`src/rtl/led_matrix_scanner_if.sv`:
```
`default_nettype none
// ============================================================================
//  Module   : led_matrix_scanner_if
//  Purpose  : Serial-link inputs and row/column driver outputs of the scanner.
//  Revision : 1.0 - initial release
// ============================================================================
interface led_matrix_scanner_if #(
   parameter int NDISP = 2,
   parameter int NCOLS = 8,
   parameter int NROWS = 8
);
   logic                   sck;
   logic                   sdi;
   logic                   load;
   logic [NROWS-1:0]       row;
   logic [NDISP*NCOLS-1:0] col;
   logic                   frame_start;
   logic                   load_err;

   modport master (
      output sck, sdi, load,
      input  row, col, frame_start, load_err
   );

   modport slave (
      input  sck, sdi, load,
      output row, col, frame_start, load_err
   );
endinterface
`default_nettype wire

```
`src/rtl/led_matrix_scanner.sv`:
```
`default_nettype none
// ============================================================================
//  Module   : led_matrix_scanner
//  Purpose  : Double-buffered serial frame loader and tear-free column scanner
//             for NDISP LED matrices sharing a row bus.
//  Revision : 1.0 - initial release
// ============================================================================
module led_matrix_scanner #(
   parameter int NDISP = 2,
   parameter int NCOLS = 8,
   parameter int NROWS = 8,
   parameter int DWELL = 16384,
   parameter int BLANK = 4
) (
   input  logic                 clk,
   input  logic                 reset,
   led_matrix_scanner_if.slave  bus
);

   localparam int C_DBITS      = NCOLS + NCOLS*NROWS;
   localparam int C_FRAME_BITS = NDISP*C_DBITS;
   localparam int C_NSLOT      = NDISP*NCOLS;
   localparam int C_DW         = (NDISP > 1) ? $clog2(NDISP) : 1;
   localparam int C_CW         = (NCOLS > 1) ? $clog2(NCOLS) : 1;
   localparam int C_TMAX       = (DWELL > BLANK) ? DWELL : BLANK;
   localparam int C_TW         = $clog2(C_TMAX + 1);
   localparam int C_BW         = $clog2(C_FRAME_BITS + 2);

   typedef enum logic [0:0] {
      ST_BLANK = 1'b0,
      ST_DRIVE = 1'b1
   } state_t;

   logic [2:0]              r_sck_pipe;
   logic [2:0]              r_load_pipe;
   logic [1:0]              r_sdi_pipe;
   logic [C_FRAME_BITS-1:0] r_shadow;
   logic [C_FRAME_BITS-1:0] r_active;
   logic [C_BW-1:0]         r_bitcnt;
   logic                    r_pending;
   logic                    r_load_err;

   state_t                  r_state, w_state_next;
   logic [C_TW-1:0]         r_cnt, w_cnt_next;
   logic [C_DW-1:0]         r_disp, w_disp_next;
   logic [C_CW-1:0]         r_colidx, w_colidx_next;
   logic [NROWS-1:0]        r_row, w_row_next;
   logic [C_NSLOT-1:0]      r_col, w_col_next;
   logic                    r_frame_start, w_fs_next;
   logic                    r_running;
   logic                    w_wrap;

   // Edges are taken from the synchronized copy ([1]) against its delayed copy ([2]).
   logic w_sck_rise, w_load_rise, w_load_fall, w_shift, w_len_ok, w_commit;
   assign w_sck_rise  = r_sck_pipe[1] & ~r_sck_pipe[2];
   assign w_load_rise = r_load_pipe[1] & ~r_load_pipe[2];
   assign w_load_fall = ~r_load_pipe[1] & r_load_pipe[2];
   assign w_shift     = w_sck_rise & r_load_pipe[1];
   assign w_len_ok    = (r_bitcnt == C_BW'(C_FRAME_BITS));
   // A frame whose load falls on the wrap cycle still commits; a new load rise cancels it.
   assign w_commit    = w_wrap & (r_pending | (w_load_fall & w_len_ok)) & ~w_load_rise;

   always_ff @(posedge clk or negedge reset) begin
      if (!reset) begin
         r_sck_pipe  <= '0;
         r_load_pipe <= '0;
         r_sdi_pipe  <= '0;
         r_shadow    <= '0;
         r_active    <= '0;
         r_bitcnt    <= '0;
         r_pending   <= 1'b0;
         r_load_err  <= 1'b0;
      end else begin
         r_sck_pipe  <= {r_sck_pipe[1:0], bus.sck};
         r_load_pipe <= {r_load_pipe[1:0], bus.load};
         r_sdi_pipe  <= {r_sdi_pipe[0], bus.sdi};

         if (w_load_rise) begin
            r_bitcnt <= '0;
         end else if (w_shift) begin
            r_shadow <= {r_shadow[C_FRAME_BITS-2:0], r_sdi_pipe[1]};
            if (r_bitcnt != C_BW'(C_FRAME_BITS + 1))
               r_bitcnt <= r_bitcnt + 1'b1;
         end

         if (w_load_fall && !w_len_ok)
            r_load_err <= 1'b1;

         if (w_load_rise || w_commit)
            r_pending <= 1'b0;
         else if (w_load_fall && w_len_ok)
            r_pending <= 1'b1;

         if (w_commit)
            r_active <= r_shadow;
      end
   end

   logic [NCOLS-1:0] w_en   [NDISP];
   logic [NROWS-1:0] w_rows [NDISP][NCOLS];
   logic [C_NSLOT-1:0] w_onehot;

   // Display 0 occupies the most significant block, colsOn at the top of each block.
   for (genvar d = 0; d < NDISP; d++) begin : g_disp
      localparam int C_LSB = (NDISP - 1 - d)*C_DBITS;
      assign w_en[d] = r_active[C_LSB + NCOLS*NROWS +: NCOLS];
      for (genvar c = 0; c < NCOLS; c++) begin : g_col
         assign w_rows[d][c] = r_active[C_LSB + (NCOLS - 1 - c)*NROWS +: NROWS];
      end
   end

   for (genvar k = 0; k < C_NSLOT; k++) begin : g_slot
      assign w_onehot[k] = (r_disp == C_DW'(k / NCOLS)) && (r_colidx == C_CW'(k % NCOLS));
   end

   always_comb begin
      w_state_next  = r_state;
      w_cnt_next    = r_cnt + 1'b1;
      w_disp_next   = r_disp;
      w_colidx_next = r_colidx;
      w_row_next    = r_row;
      w_col_next    = r_col;
      w_fs_next     = 1'b0;
      w_wrap        = 1'b0;
      if (!r_running) begin
         // First edge after reset enters slot 0 blank and announces the frame.
         w_fs_next  = 1'b1;
         w_cnt_next = '0;
      end else begin
         case (r_state)
            ST_BLANK: begin
               if (r_cnt == C_TW'(BLANK - 1)) begin
                  w_state_next = ST_DRIVE;
                  w_cnt_next   = '0;
                  if (w_en[r_disp][r_colidx]) begin
                     w_row_next = w_rows[r_disp][r_colidx];
                     w_col_next = w_onehot;
                  end else begin
                     w_row_next = '0;
                     w_col_next = '0;
                  end
               end
            end
            ST_DRIVE: begin
               if (r_cnt == C_TW'(DWELL - 1)) begin
                  w_state_next = ST_BLANK;
                  w_cnt_next   = '0;
                  w_row_next   = '0;
                  w_col_next   = '0;
                  if (r_disp == C_DW'(NDISP - 1)) begin
                     w_disp_next = '0;
                     if (r_colidx == C_CW'(NCOLS - 1)) begin
                        w_colidx_next = '0;
                        w_wrap        = 1'b1;
                        w_fs_next     = 1'b1;
                     end else begin
                        w_colidx_next = r_colidx + 1'b1;
                     end
                  end else begin
                     w_disp_next = r_disp + 1'b1;
                  end
               end
            end
            default: begin
               w_state_next = ST_BLANK;
               w_cnt_next   = '0;
            end
         endcase
      end
   end

   always_ff @(posedge clk or negedge reset) begin
      if (!reset) begin
         r_state       <= ST_BLANK;
         r_cnt         <= '0;
         r_disp        <= '0;
         r_colidx      <= '0;
         r_row         <= '0;
         r_col         <= '0;
         r_frame_start <= 1'b0;
         r_running     <= 1'b0;
      end else begin
         r_state       <= w_state_next;
         r_cnt         <= w_cnt_next;
         r_disp        <= w_disp_next;
         r_colidx      <= w_colidx_next;
         r_row         <= w_row_next;
         r_col         <= w_col_next;
         r_frame_start <= w_fs_next;
         r_running     <= 1'b1;
      end
   end

   assign bus.row         = r_row;
   assign bus.col         = r_col;
   assign bus.frame_start = r_frame_start;
   assign bus.load_err    = r_load_err;

endmodule
`default_nettype wire

```
`src/flat_wrapper.sv`:
```
// flat-port wrapper written by rule: the top's interface ports become plain ports
module led_matrix_scanner_flat 
#(
   parameter int NDISP = 2,
   parameter int NCOLS = 8,
   parameter int NROWS = 8,
   parameter int DWELL = 16384,
   parameter int BLANK = 4
)
  (clk, reset, bus_sck, bus_sdi, bus_load, bus_row, bus_col, bus_frame_start, bus_load_err);
  led_matrix_scanner_if #(.NDISP(NDISP), .NCOLS(NCOLS), .NROWS(NROWS)) bus_i ();
  input  logic clk;
  input  logic reset;
  input wire logic [$bits(bus_i.sck)-1:0] bus_sck;
  input wire logic [$bits(bus_i.sdi)-1:0] bus_sdi;
  input wire logic [$bits(bus_i.load)-1:0] bus_load;
  output wire logic [$bits(bus_i.row)-1:0] bus_row;
  output wire logic [$bits(bus_i.col)-1:0] bus_col;
  output wire logic [$bits(bus_i.frame_start)-1:0] bus_frame_start;
  output wire logic [$bits(bus_i.load_err)-1:0] bus_load_err;
  assign bus_i.sck = bus_sck;
  assign bus_i.sdi = bus_sdi;
  assign bus_i.load = bus_load;
  assign bus_row = bus_i.row;
  assign bus_col = bus_i.col;
  assign bus_frame_start = bus_i.frame_start;
  assign bus_load_err = bus_i.load_err;
  led_matrix_scanner #(.NDISP(NDISP), .NCOLS(NCOLS), .NROWS(NROWS), .DWELL(DWELL), .BLANK(BLANK)) u_core (.clk(clk), .reset(reset), .bus(bus_i));
endmodule
```
`config.mk`:
```
export PLATFORM = sky130hd
export DESIGN_NAME = led_matrix_scanner_flat
export DESIGN_NICKNAME = d
export VERILOG_FILES = /design/src/rtl/led_matrix_scanner_if.sv /design/src/rtl/led_matrix_scanner.sv /design/src/flat_wrapper.sv
export SDC_FILE = /design/constraint.sdc
export NUM_CORES = 1
export LEC_CHECK = 0
export CAP_MARGIN = 40
export CORE_MARGIN = 1
export CORE_UTILIZATION = 35
export DETAILED_ROUTE_END_ITERATION = 8
export PLACE_DENSITY = 0.56
export SYNTH_ARGS = -nofsm -noshare
export SYNTH_HDL_FRONTEND = slang
export SYNTH_SLANG_ARGS = --single-unit
```
`constraint.sdc`:
```
create_clock -name clk -period 2.68 [get_ports clk]
set_input_delay 0.402 -clock clk [delete_from_list [all_inputs] [get_ports clk]]
set_output_delay 0.402 -clock clk [all_outputs]
set_load 0.02 [all_outputs]
```
### After elaboration in Yosys (flattened, before gate mapping)

Index checks and enable logic that the tools add are counted.

* register bits after elaboration: 352
* bits of input ports: 5
* output and inout bits: 26
* logic and storage cells: 120

* add/subtract/negate cells: 4
* order comparisons: 3
* eq/ne operators: 13
* multiplexer cells: 39
* bitwise gates (word level): 16
* reduce and logical (&&, ||, !) cells: 29

Operators by type and width (count)
* $mux W64: 3
* $mux W8: 11
* $mux W16: 3
* $mux W15: 3
* $pmux W16 S2: 1
* $pmux W15 S2: 1
* $bmux W8 S3: 1
* $logic_and A1 B1 Y1: 18
* $pmux W8 S2: 1
* $add A15 B1 Y15 const B: 1
* $eq A15 B14 Y1 const B: 1
* $eq A15 B2 Y1 const B: 1
* $eq A3 B3 Y1 const B: 4
* $mux W1: 12
* $add A8 B1 Y8 const B: 1
* $eq A8 B8 Y1 const B: 1
* $ne A8 B8 Y1 const B: 1
* $and A1 B1 Y1: 7
* $eq A3 B2 Y1 const B: 2
* $not A1 Y1: 6
* $reduce_and A3 Y1: 2
* $reduce_bool A2 Y1: 3
* $ge A4 B4 Y1 const B: 1
* $lt A3 B4 Y1 const B: 1
* 17 further kinds: 18

### Longest topological paths before layout

Gate-level depths: netlist (run 1).

* depth after elaboration: 10
* mapped depth: 10
* gate-level depth less buffers: 6

### Worst setup path after synthesis (run 1)

Ideal clock, no wire load.

* path kind: register -> register
* start: reg u_core.r_cnt[0]
* end: reg u_core.r_active[136]
* setup time: 0.127 ns
* data arrival time: 2.138 ns
* data required time: 2.553 ns
* slack: 0.414 ns
* cell stages (with the launch flop): 11
* buffers on the path: 4
* period minus slack after synthesis: 2.266 ns
* path through: dfrtp_1 ha_1 and3_2 and3_1 buf_6 nand4b_4 nor4b_2 buf_4 buf_12 buf_12 mux2_1

* word-level cells in the longest chain between the ends: 6

RTL lines
* start: declaration: line led_matrix_scanner.sv:44 `logic [C_TW-1:0] r_cnt, w_cnt_next;`
* start signal: assignment: line led_matrix_scanner.sv:184 `r_cnt <= w_cnt_next;`
* $eq A15 B14 Y1: line led_matrix_scanner.sv:145 `if (r_cnt == C_TW'(DWELL - 1)) begin`
* $mux W1: line led_matrix_scanner.sv:145
* $mux W1: line led_matrix_scanner.sv:130 `case (r_state)`
* $mux W1: line led_matrix_scanner.sv:125 `if (!r_running) begin`
* $and A1 B1 Y1 (2 in series): line led_matrix_scanner.sv:61 `assign w_commit = w_wrap & (r_pending | (w_load_fall & w_len_ok)) & ~w_load_rise;`
* end signal: assignment: line led_matrix_scanner.sv:95 `r_active <= r_shadow;`
* end: declaration: line led_matrix_scanner.sv:38 `logic [C_FRAME_BITS-1:0] r_active;`

No other way between the ends.
A chain may end at the register's enable or synchronous reset.

### Worst setup path in the final report (run 1)

* start: reg u_core.r_cnt[0]
* end: reg u_core.r_active[48]

Same word-level chain as after synthesis.

==> qor.csv, run 1 <==
metric,value,unit
initial antenna violation count,0,
"Hold Vio Cnt, Final",0,
DR vias/cell,4.983,
Die Y,208.0,µm
synthesized area,14850,µm²
Finished Cell Area,17100,µm²
DP HPWL,17780,µm
pwr/cell area,637.8,nW/µm²
sum of negative setup slack,0,ns
Yosys reg bits,352,
outcome,"finished, final reports clean",
Synth Instances,948,
crit start category,flop,
drt total wl,27900,µm
Rows,75,
final worst path period need,2.432,ns
switching power total,2350,µW
share of cells above drive strength 1,0.4025,
sequential share of power,0.498,
CP startpoint,u_core.r_cnt[0],
Fin Clk Skew,0.01608,ns
GPL Wtd Cong,0.7653,
IO buf count,30,
dpl cell area,15820,µm²
H-tree Lvls,2,
clk_lat worst skew,0.53,ns
cell accounting for the most synthesized area,dfrtp_1,
core area,41850,µm²
unrepaired setup endpoints after global routing,no,
nets,1011,
antenna fix cells,0,
clock root cell,clkbuf_16,
period utilization,0.9075,
vias in the first global route,8223,
"Top FF cell, synth",dfrtp_1,
Starting DRT DRC Count,418,
First-pass DRT Iterations,4,
area delta synth->final,15.18,%
clk sinks,352,
routed vias,7798,
Worst Min Path Start,bus_sdi,
grt total ovfl,0,
"most common cell after layout, fill and taps aside",dfrtp_1,
Critical path buffers and inverters,2,
CP Capture Type,flop,
CP cell instances,"ha_1, and3_2, and3_1, nand4b_4, nor4b_4, buf_12, buf_12, mux2_2",
Critical R2R Launch,u_core.r_cnt[0],
Max Freq,411.2,MHz
Logic pwr share,0.024,
Fill cells,3840,
post-synth top area share,0.5933,
crit-path most repeated cell,buf_12,
"top cells by area, synth","dfrtp_1 (59%), mux2_2 (18%), mux2_4 (5.5%)",
sequential fraction of the synthesis area,0.5933,
Worst Path Arrival,2.85,ns
total CTS buffers,40,
leak pwr,0.008178,µW
max-capacitance violation count,0,
Mean Syn Cell Area,15.66,µm²
Synth Warn #,0,
Routed Antenna Nets,0,
cell with the largest stage delay on the worst path,dfrtp_1,
Chip Width,208.0,µm
total track usage,0.1345,
post-synth cell types,45,
largest net degree at the start of global routing,145,
Routed WL per cell,17.83,µm
Critical Path Max Stage Delay,0.38,ns
I/O pins,31,
worst path required time,3.09,ns
CTS tree,yes,
internal cell power,8555,µW
final setup vio count,0,
drt drc,0,
Crit Path Class,reg2reg,
"CP delay by family, top",simple AND/OR/NAND/NOR gates,
Syn Nets,963,
Worst Tran Pin Value,0.8899,ns
number of synthesized flops with an enable pin,0,
final slew viol count,0,
CTS Buffer Depth,3,
total die area,43240,µm²
peak supply drop,0.3669,mV
clk slew on worst S/H paths,0.05,ns
clock share of power,0.478,
Initial Util,0.3547,
type of the worst min-delay path,in2reg,
first-pass GRT wire length,46840,µm
max_slew headroom,0.4068,
highest-count cells in the layout ignoring fill and taps,"dfrtp_1 (350), mux2_2 (231), mux2_4 (54), nor2_1 (41), clkbuf_16 (41)",
sw frac,0.2155,
Post-synth ARST share,1.000,
"Max FO, Critical Path",44,
state kept, by name, summed over array words and instances, names as in the netlist:
name	flops
u_core.r_cnt	15
u_core.r_pending	1
u_core.r_sck_pipe	3
u_core.r_sdi_pipe	2
u_core.bus.col	16
u_core.r_shadow	144
u_core.r_running	1
u_core.r_state	1
u_core.bus.frame_start	1
u_core.r_bitcnt	8
u_core.bus.load_err	1
u_core.r_load_pipe	3
u_core.r_active	144
u_core.r_disp	1
u_core.bus.row	8
u_core.r_colidx	3
Yosys cell counts, types with 7 or more instances:
cell type	instances
buf_4	9
buf_12	7
o31ai_1	9
a22o_1	28
and3_1	8
clkbuf_1	25
xor2_1	12
dfrtp_1	352
nand3_1	23
ha_1	10
mux2_4	54
mux2_2	231
buf_2	7
nand2_1	14
nor2_1	41
xnor2_1	8
nand4_1	10
mux4_2	34
inv_1	8
routing by layer:
| layer | global-route usage | share of wire |
|---|---|---|
| met5 | 0 | 0 |
| met4 | 0.03908 | 0.021 |
| met3 | 0.02294 | 0.032 |
| met2 | 0.2114 | 0.46 |
| met1 | 0.1909 | 0.48 |
logic make-up after synthesis:
family,Yosys count,share of synthesized area
and+or+nand+nor,120,0.04223
AOI/OAI and AO/OA,58,0.02958
muxes,329,0.2887
other,1,0.0002526
adders and majority gates,10,0.008428
xor gates and xnor gates,20,0.01180
DFF,352,0.5933
buffers and inverters,58,0.02570
final timing paths:
check	to	slack, ns	depth (start not counted)
setup / recovery	u_core.r_active[48]	0.25	8
hold / removal	u_core.r_sdi_pipe[0]	0.32	1
setup reg to reg	u_core.r_active[48]	0.25	8
hold reg to reg	u_core.r_sck_pipe[1]	0.36	0
max in group asynchronous	u_core.r_active[43]	1.46	3
min in group asynchronous	u_core.r_sck_pipe[0]	0.41	2
final cells by class:
cell class | instances | area, µm² | area share
Sequential cell | 352 | 8811 | 0.5153
Multi-Input combinational cell | 538 | 5672 | 0.3317
Clock buffer | 59 | 1154 | 0.06747
Tap cell | 539 | 674.4 | 0.03944
Timing Repair Buffer | 56 | 640.6 | 0.03747
Clock inverter | 13 | 117.6 | 0.006878
Inverter | 8 | 30.03 | 0.001756
worst register-to-register path, cell delays in order, from the launching register on:
cell and delay, ns:
dfrtp_1 0.38, ha_1 0.21, and3_2 0.23, and3_1 0.22, nand4b_4 0.12, nor4b_4 0.30
buf_12 0.19, buf_12 0.26, mux2_2 0.42
what timing repair did:
item | in CTS | in global routing
gates resized for setup | 0 | 0
buffers inserted | 0 | 0
hold buffers | 1 | 0
hold endpoints to repair | 45 | 0
power by group through the flow:
stage          Combinational (µW)  Sequential (µW)  Clock [µW]
2_1_floorplan                 116             5500           0
3_3_place_gp                  272             5530           0
3_5_place_dp                  274             5530           0
4_1_cts                       276             5430        5390
5_1_grt                       303             5440        5600
6_report                      264             5430        5210
through the flow:
| step | total power (µW) | hold WS (ns) | utilization | cells | setup slack (ns) |
|---|---|---|---|---|---|
| 6_report | 10910 | 0.3168 | 0.4086 | 1565 | 0.2479 |
| 5_1_grt | 11340 | 0.2994 | 0.4086 | 1565 | 0.1024 |
| 4_1_cts | 11100 | 0.2873 | 0.4086 | 1565 | 0.2173 |
| 3_5_place_dp | 5801 | 0.3347 | 0.3779 | 1492 | 0.2363 |
| 3_3_place_gp | 5798 | 0.3429 | 0.3779 | 1492 | 0.2595 |
| 2_1_floorplan | 5619 | 0.1064 | - | 948 | 0.4143 |
Power figures use the tool's default switching activity.
==> inputs of run 2 (changes only) <==
- SETUP_SLACK_MARGIN: default -> 0.2
==> run 2 against run 1 <==
Via count barely moved. Utilization rose by 0.078 points. Die area did not move. Flip-flop and latch count did not move. Clock skew fell by 0.0013 ns. Sequential share of layout area fell by 0.098 points. Wire length rose by 0.94%. Total power barely moved. Critical path type unchanged. Maximum frequency rose by 0.78%. Hold slack improved by 0.0020 ns. Final area rose by 0.19%. Count of clock-buffer cells in the layout did not move.
==> qor.csv, run 2 (synthesis gave the netlist of run 1 again) <==
metric,value,unit
"Hold Vio Cnt, Final",0,
leak pwr,0.008192,µW
placed cells,1492,
Worst Path Arrival,2.83,ns
clock root cell,clkbuf_16,
First-pass DRT Iterations,4,
crit-path most repeated cell,buf_12,
Crit Path Class,reg2reg,
Chip Width,208.0,µm
Rows,75,
switching power total,2352,µW
sum of negative setup slack,0,ns
Critical Path Max Stage Delay,0.38,ns
initial antenna violation count,0,
clock share of power,0.478,
clk_lat worst skew,0.53,ns
sequential share of power,0.498,
Finished Cell Area,17130,µm²
max-capacitance violation count,0,
final slew viol count,0,
Reg2Reg Depth,8,
first-pass GRT wire length,46840,µm
CP Capture Type,flop,
CP cell instances,"ha_1, and3_2, and3_1, nand4b_4, nor4b_4, buf_12, buf_12, mux2_2",
cell with the largest stage delay on the worst path,dfrtp_1,
hold path depth,1,
non-filler instance count after layout,1566,
routed vias,7793,
peak supply drop,0.3673,mV
Fill cells,3838,
CP startpoint,u_core.r_cnt[0],
Critical R2R Launch,u_core.r_cnt[0],
Die Y,208.0,µm
highest-count cells in the layout ignoring fill and taps,"dfrtp_1 (350), mux2_2 (231), mux2_4 (54), clkbuf_16 (42), nor2_1 (41)",
worst path required time,3.09,ns
type of the worst min-delay path,in2reg,
post-route setup slack,0.2668,ns
Initial Util,0.3547,
IO buf count,30,
CP endpoint,u_core.r_active[88],
largest net degree at the start of global routing,145,
internal cell power,8556,µW
CTS Buffer Depth,3,
crit start category,flop,
Starting DRT DRC Count,414,
max_slew headroom,0.4073,
Worst Tran Pin Value,0.8890,ns
CTS tree,yes,
grt total ovfl,0,
Reg2Reg Setup Slack,0.27,ns
"most common cell after layout, fill and taps aside",dfrtp_1,
Setup WS pre-CTS,0.2363,ns
dpl cell area,15820,µm²
area delta synth->final,15.40,%
total die area,43240,µm²
unrepaired setup endpoints after global routing,yes,
nets,1012,
total track usage,0.1345,
Fin Clk Skew,0.01482,ns
period utilization,0.9005,
Max Freq,414.4,MHz
GPL Wtd Cong,0.7653,
pwr/cell area,636.7,nW/µm²
clk sinks,352,
H-tree Lvls,2,
drt total wl,28170,µm
final setup vio count,0,
sw frac,0.2156,
DP HPWL,17780,µm
Routed WL per cell,17.99,µm
drt drc,0,
total CTS buffers,40,
DR vias/cell,4.976,
share of cells above drive strength 1,0.4031,
outcome,"finished, final reports clean",
clk slew on worst S/H paths,0.06,ns
final hold slack,0.3188,ns
final worst path period need,2.413,ns
Logic pwr share,0.024,
I/O pins,31,
"Max FO, Critical Path",34,
Routed Antenna Nets,0,
core area,41850,µm²
Critical R2R Capture,u_core.r_active[88],
antenna fix cells,0,
vias in the first global route,8223,
run 2: how the worst min path moves through the flow:
stage / start / endpoint / slack, ns
after global placement: u_core.r_load_pipe[0] / u_core.r_load_pipe[1] / 0.34
final: bus_sdi / u_core.r_sdi_pipe[0] / 0.32
after detailed placement: u_core.r_load_pipe[0] / u_core.r_load_pipe[1] / 0.33
after CTS: bus_sdi / u_core.r_sdi_pipe[0] / 0.29
after floorplan: reset / u_core.bus.col[0] / 0.11
after global routing: bus_sdi / u_core.r_sdi_pipe[0] / 0.30
run 2: timing repair:
item	CTS	global route
hold buffers	1	0
resized for setup	0	1
buffers inserted	0	0
hold endpoints to repair	45	0
endpoints found under the setup margin	0	114
run 2: critical path: cells and delay by family, from the launching register on:
| kind | cells | cell delay (ns) |
|---|---|---|
| buffers and inverters | 2 | 0.43 |
| flip-flops | 1 | 0.38 |
| AND/OR/NAND/NOR | 4 | 0.87 |
| adder cells (fa/ha/maj) | 1 | 0.20 |
| multiplexers | 1 | 0.37 |
run 2: routing by layer:
| layer | track usage | wire (µm) |
|---|---|---|
| met5 | 0 | 0 |
| met2 | 0.2114 | 12970 |
| met4 | 0.03908 | 613 |
| met1 | 0.1909 | 13580 |
| met3 | 0.02294 | 998 |
run 2: cell type report:
cell class	count	area, µm²	area share
Clock buffer	59	1154	0.06734
Clock inverter	13	117.6	0.006865
Inverter	8	30.03	0.001753
Multi-Input combinational cell	538	5672	0.3311
Sequential cell	352	8811	0.5143
Tap cell	539	674.4	0.03937
Timing Repair Buffer	57	673.1	0.03929
run 2: power groups by stage:
stage / Clock (µW) / Combinational, µW / Sequential (µW)
after global placement: 0 / 272 / 5530
after floorplan: 0 / 116 / 5500
after global routing: 5600 / 303 / 5440
final: 5210 / 264 / 5430
after detailed placement: 0 / 274 / 5530
after CTS: 5390 / 276 / 5430
run 2: per-stage QoR:
| stage | util | power [µW] |
|---|---|---|
| final | 0.4093 | 10910 |
| after global placement | 0.3779 | 5798 |
| after CTS | 0.4086 | 11100 |
| after global routing | 0.4093 | 11340 |
| after floorplan | - | 5619 |
| after detailed placement | 0.3779 | 5801 |
==> inputs of run 3 (changes only) <==
- PLACE_DENSITY: 0.56 -> default
- SLEW_MARGIN: default -> 30
==> run 3 against run 2 <==
Combinational power is essentially flat. Non-clock buffer count grew 14. Sequential power is essentially flat. Count of clock-buffer cells in the layout grew 1. Critical endpoint is now u_core.r_active[62].
==> qor.csv, run 3 (synthesis gave the netlist of run 1 again) <==
metric,value,unit
outcome,"finished, final reports clean",
CTS Buffer Depth,3,
drt total wl,28410,µm
total track usage,0.1355,
Crit Path Class,reg2reg,
DP HPWL,17520,µm
placed cells,1497,
worst path required time,3.09,ns
antenna fix cells,0,
CTS tree,yes,
Worst Path Arrival,2.76,ns
Fin Clk Skew,0.02231,ns
final worst path period need,2.348,ns
IO buf count,30,
Routed WL per cell,17.99,µm
Logic pwr share,0.024,
Routed Antenna Nets,0,
clock root cell,clkbuf_16,
type of the worst min-delay path,in2reg,
Die Y,208.0,µm
area delta synth->final,17.12,%
final slew viol count,0,
Worst Tran Pin Value,0.8432,ns
sequential share of power,0.496,
Starting DRT DRC Count,443,
internal cell power,8615,µW
share of cells above drive strength 1,0.4144,
Max Freq,425.8,MHz
DR vias/cell,4.992,
drt drc,0,
grt total ovfl,0,
Finished Cell Area,17390,µm²
total die area,43240,µm²
crit start category,flop,
H-tree Lvls,2,
sw frac,0.2139,
clk sinks,352,
non-filler instance count after layout,1579,
core area,41850,µm²
unrepaired setup endpoints after global routing,yes,
Initial Util,0.3547,
CP cell instances,"ha_4, and3_4, and3_4, nand4b_4, nor4b_4, buf_6, bufbuf_16, buf_4, mux2_2",
"most common cell after layout, fill and taps aside",dfrtp_1,
nets,1026,
Critical Path Max Stage Delay,0.39,ns
CP Capture Type,flop,
routed vias,7882,
first-pass GRT wire length,47280,µm
Rows,75,
dpl cell area,15880,µm²
sum of negative setup slack,0,ns
max_slew headroom,0.4379,
clk_lat worst skew,0.53,ns
initial antenna violation count,0,
final setup vio count,0,
vias in the first global route,8389,
peak supply drop,0.3992,mV
largest net degree at the start of global routing,145,
period utilization,0.8763,
max-capacitance violation count,0,
highest-count cells in the layout ignoring fill and taps,"dfrtp_1 (350), mux2_2 (231), mux2_4 (54), clkbuf_16 (44), nor2_1 (41)",
Chip Width,208.0,µm
First-pass DRT Iterations,4,
total CTS buffers,40,
clock share of power,0.480,
"Max FO, Critical Path",7,
cell with the largest stage delay on the worst path,dfrtp_1,
pwr/cell area,630.3,nW/µm²
"Hold Vio Cnt, Final",0,
switching power total,2344,µW
leak pwr,0.008306,µW
clk slew on worst S/H paths,0.06,ns
final hold slack,0.3127,ns
I/O pins,31,
GPL Wtd Cong,0.7365,
crit-path most repeated cell,and3_4,
final core occ,0.4154,
==> run 3: cell count changes in the layout (fill, tap and decap cells not counted), moves of 2 or more <==
cell	delta
and3_4	+2
buf_16	+2
buf_4	+6
buf_6	+2
clkbuf_1	-2
clkbuf_16	+2
clkbuf_8	+3
clkinv_4	-3
==> run 3: critical path, delay by kind of cell, from the launching register on <==
family,cells,cell delay [ns]
simple gates,4,0.75
buf+inv,3,0.60
flops,1,0.39
mux,1,0.33
fa+ha+maj,1,0.16
==> run 3: power by group through the flow <==
stage / clock network [µW] / registers (µW) / logic, µW
2_1_floorplan: 0 / 5500 / 116
3_3_place_gp: 0 / 5530 / 265
3_5_place_dp: 0 / 5530 / 269
4_1_cts: 5430 / 5430 / 275
5_1_grt: 5640 / 5440 / 309
6_report: 5260 / 5430 / 265
==> run 3: final timing paths <==
| kind | from | end | slack, ns | depth (start not counted) |
|---|---|---|---|---|
| max | u_core.r_cnt[0] | u_core.r_active[62] | 0.33 | 9 |
| max reg2reg | u_core.r_cnt[0] | u_core.r_active[62] | 0.33 | 9 |
| min | bus_sdi | u_core.r_sdi_pipe[0] | 0.31 | 1 |
| min in group asynchronous | reset | u_core.r_bitcnt[7] | 0.41 | 2 |
| max in group asynchronous | reset | u_core.r_active[115] | 1.37 | 3 |
| min reg2reg | u_core.r_load_pipe[0] | u_core.r_load_pipe[1] | 0.35 | 0 |
==> run 3: routing by layer <==
metal  routed length, µm  track usage  vias up
met5                   0            0        -
met3                 904      0.02189       43
met2               12910       0.2070      102
met4                 681      0.04496        0
li1                    -            -     3584
met1               13920       0.1962     4153
==> run 3: stage by stage <==
| stage | power (µW) | setup slack [ns] |
|---|---|---|
| after floorplan | 5619 | 0.4143 |
| after global placement | 5792 | 0.2093 |
| after detailed placement | 5796 | 0.1580 |
| after CTS | 11130 | 0.2246 |
| after global routing | 11390 | 0.2075 |
| final | 10960 | 0.3316 |
==> run 3: area by class of cell <==
type / count / area [µm²]
fillers: 3808 / 24470
flip-flops and latches: 352 / 8811
multi-input cells: 538 / 5693
clock buffers: 60 / 1187
repair buffers: 71 / 898.4
well taps: 539 / 674.4
clock inverters: 11 / 92.59
inverters: 8 / 30.03
==> run 3: repair_timing <==
item                                    CTS  global route
gates cloned                              2             3
pin swaps                                 1             1
setup buffers                             5             0
endpoints found under the hold margin    56             0
resized for setup                         5             4
endpoints found under the setup margin   65           142
hold buffers                              1             0
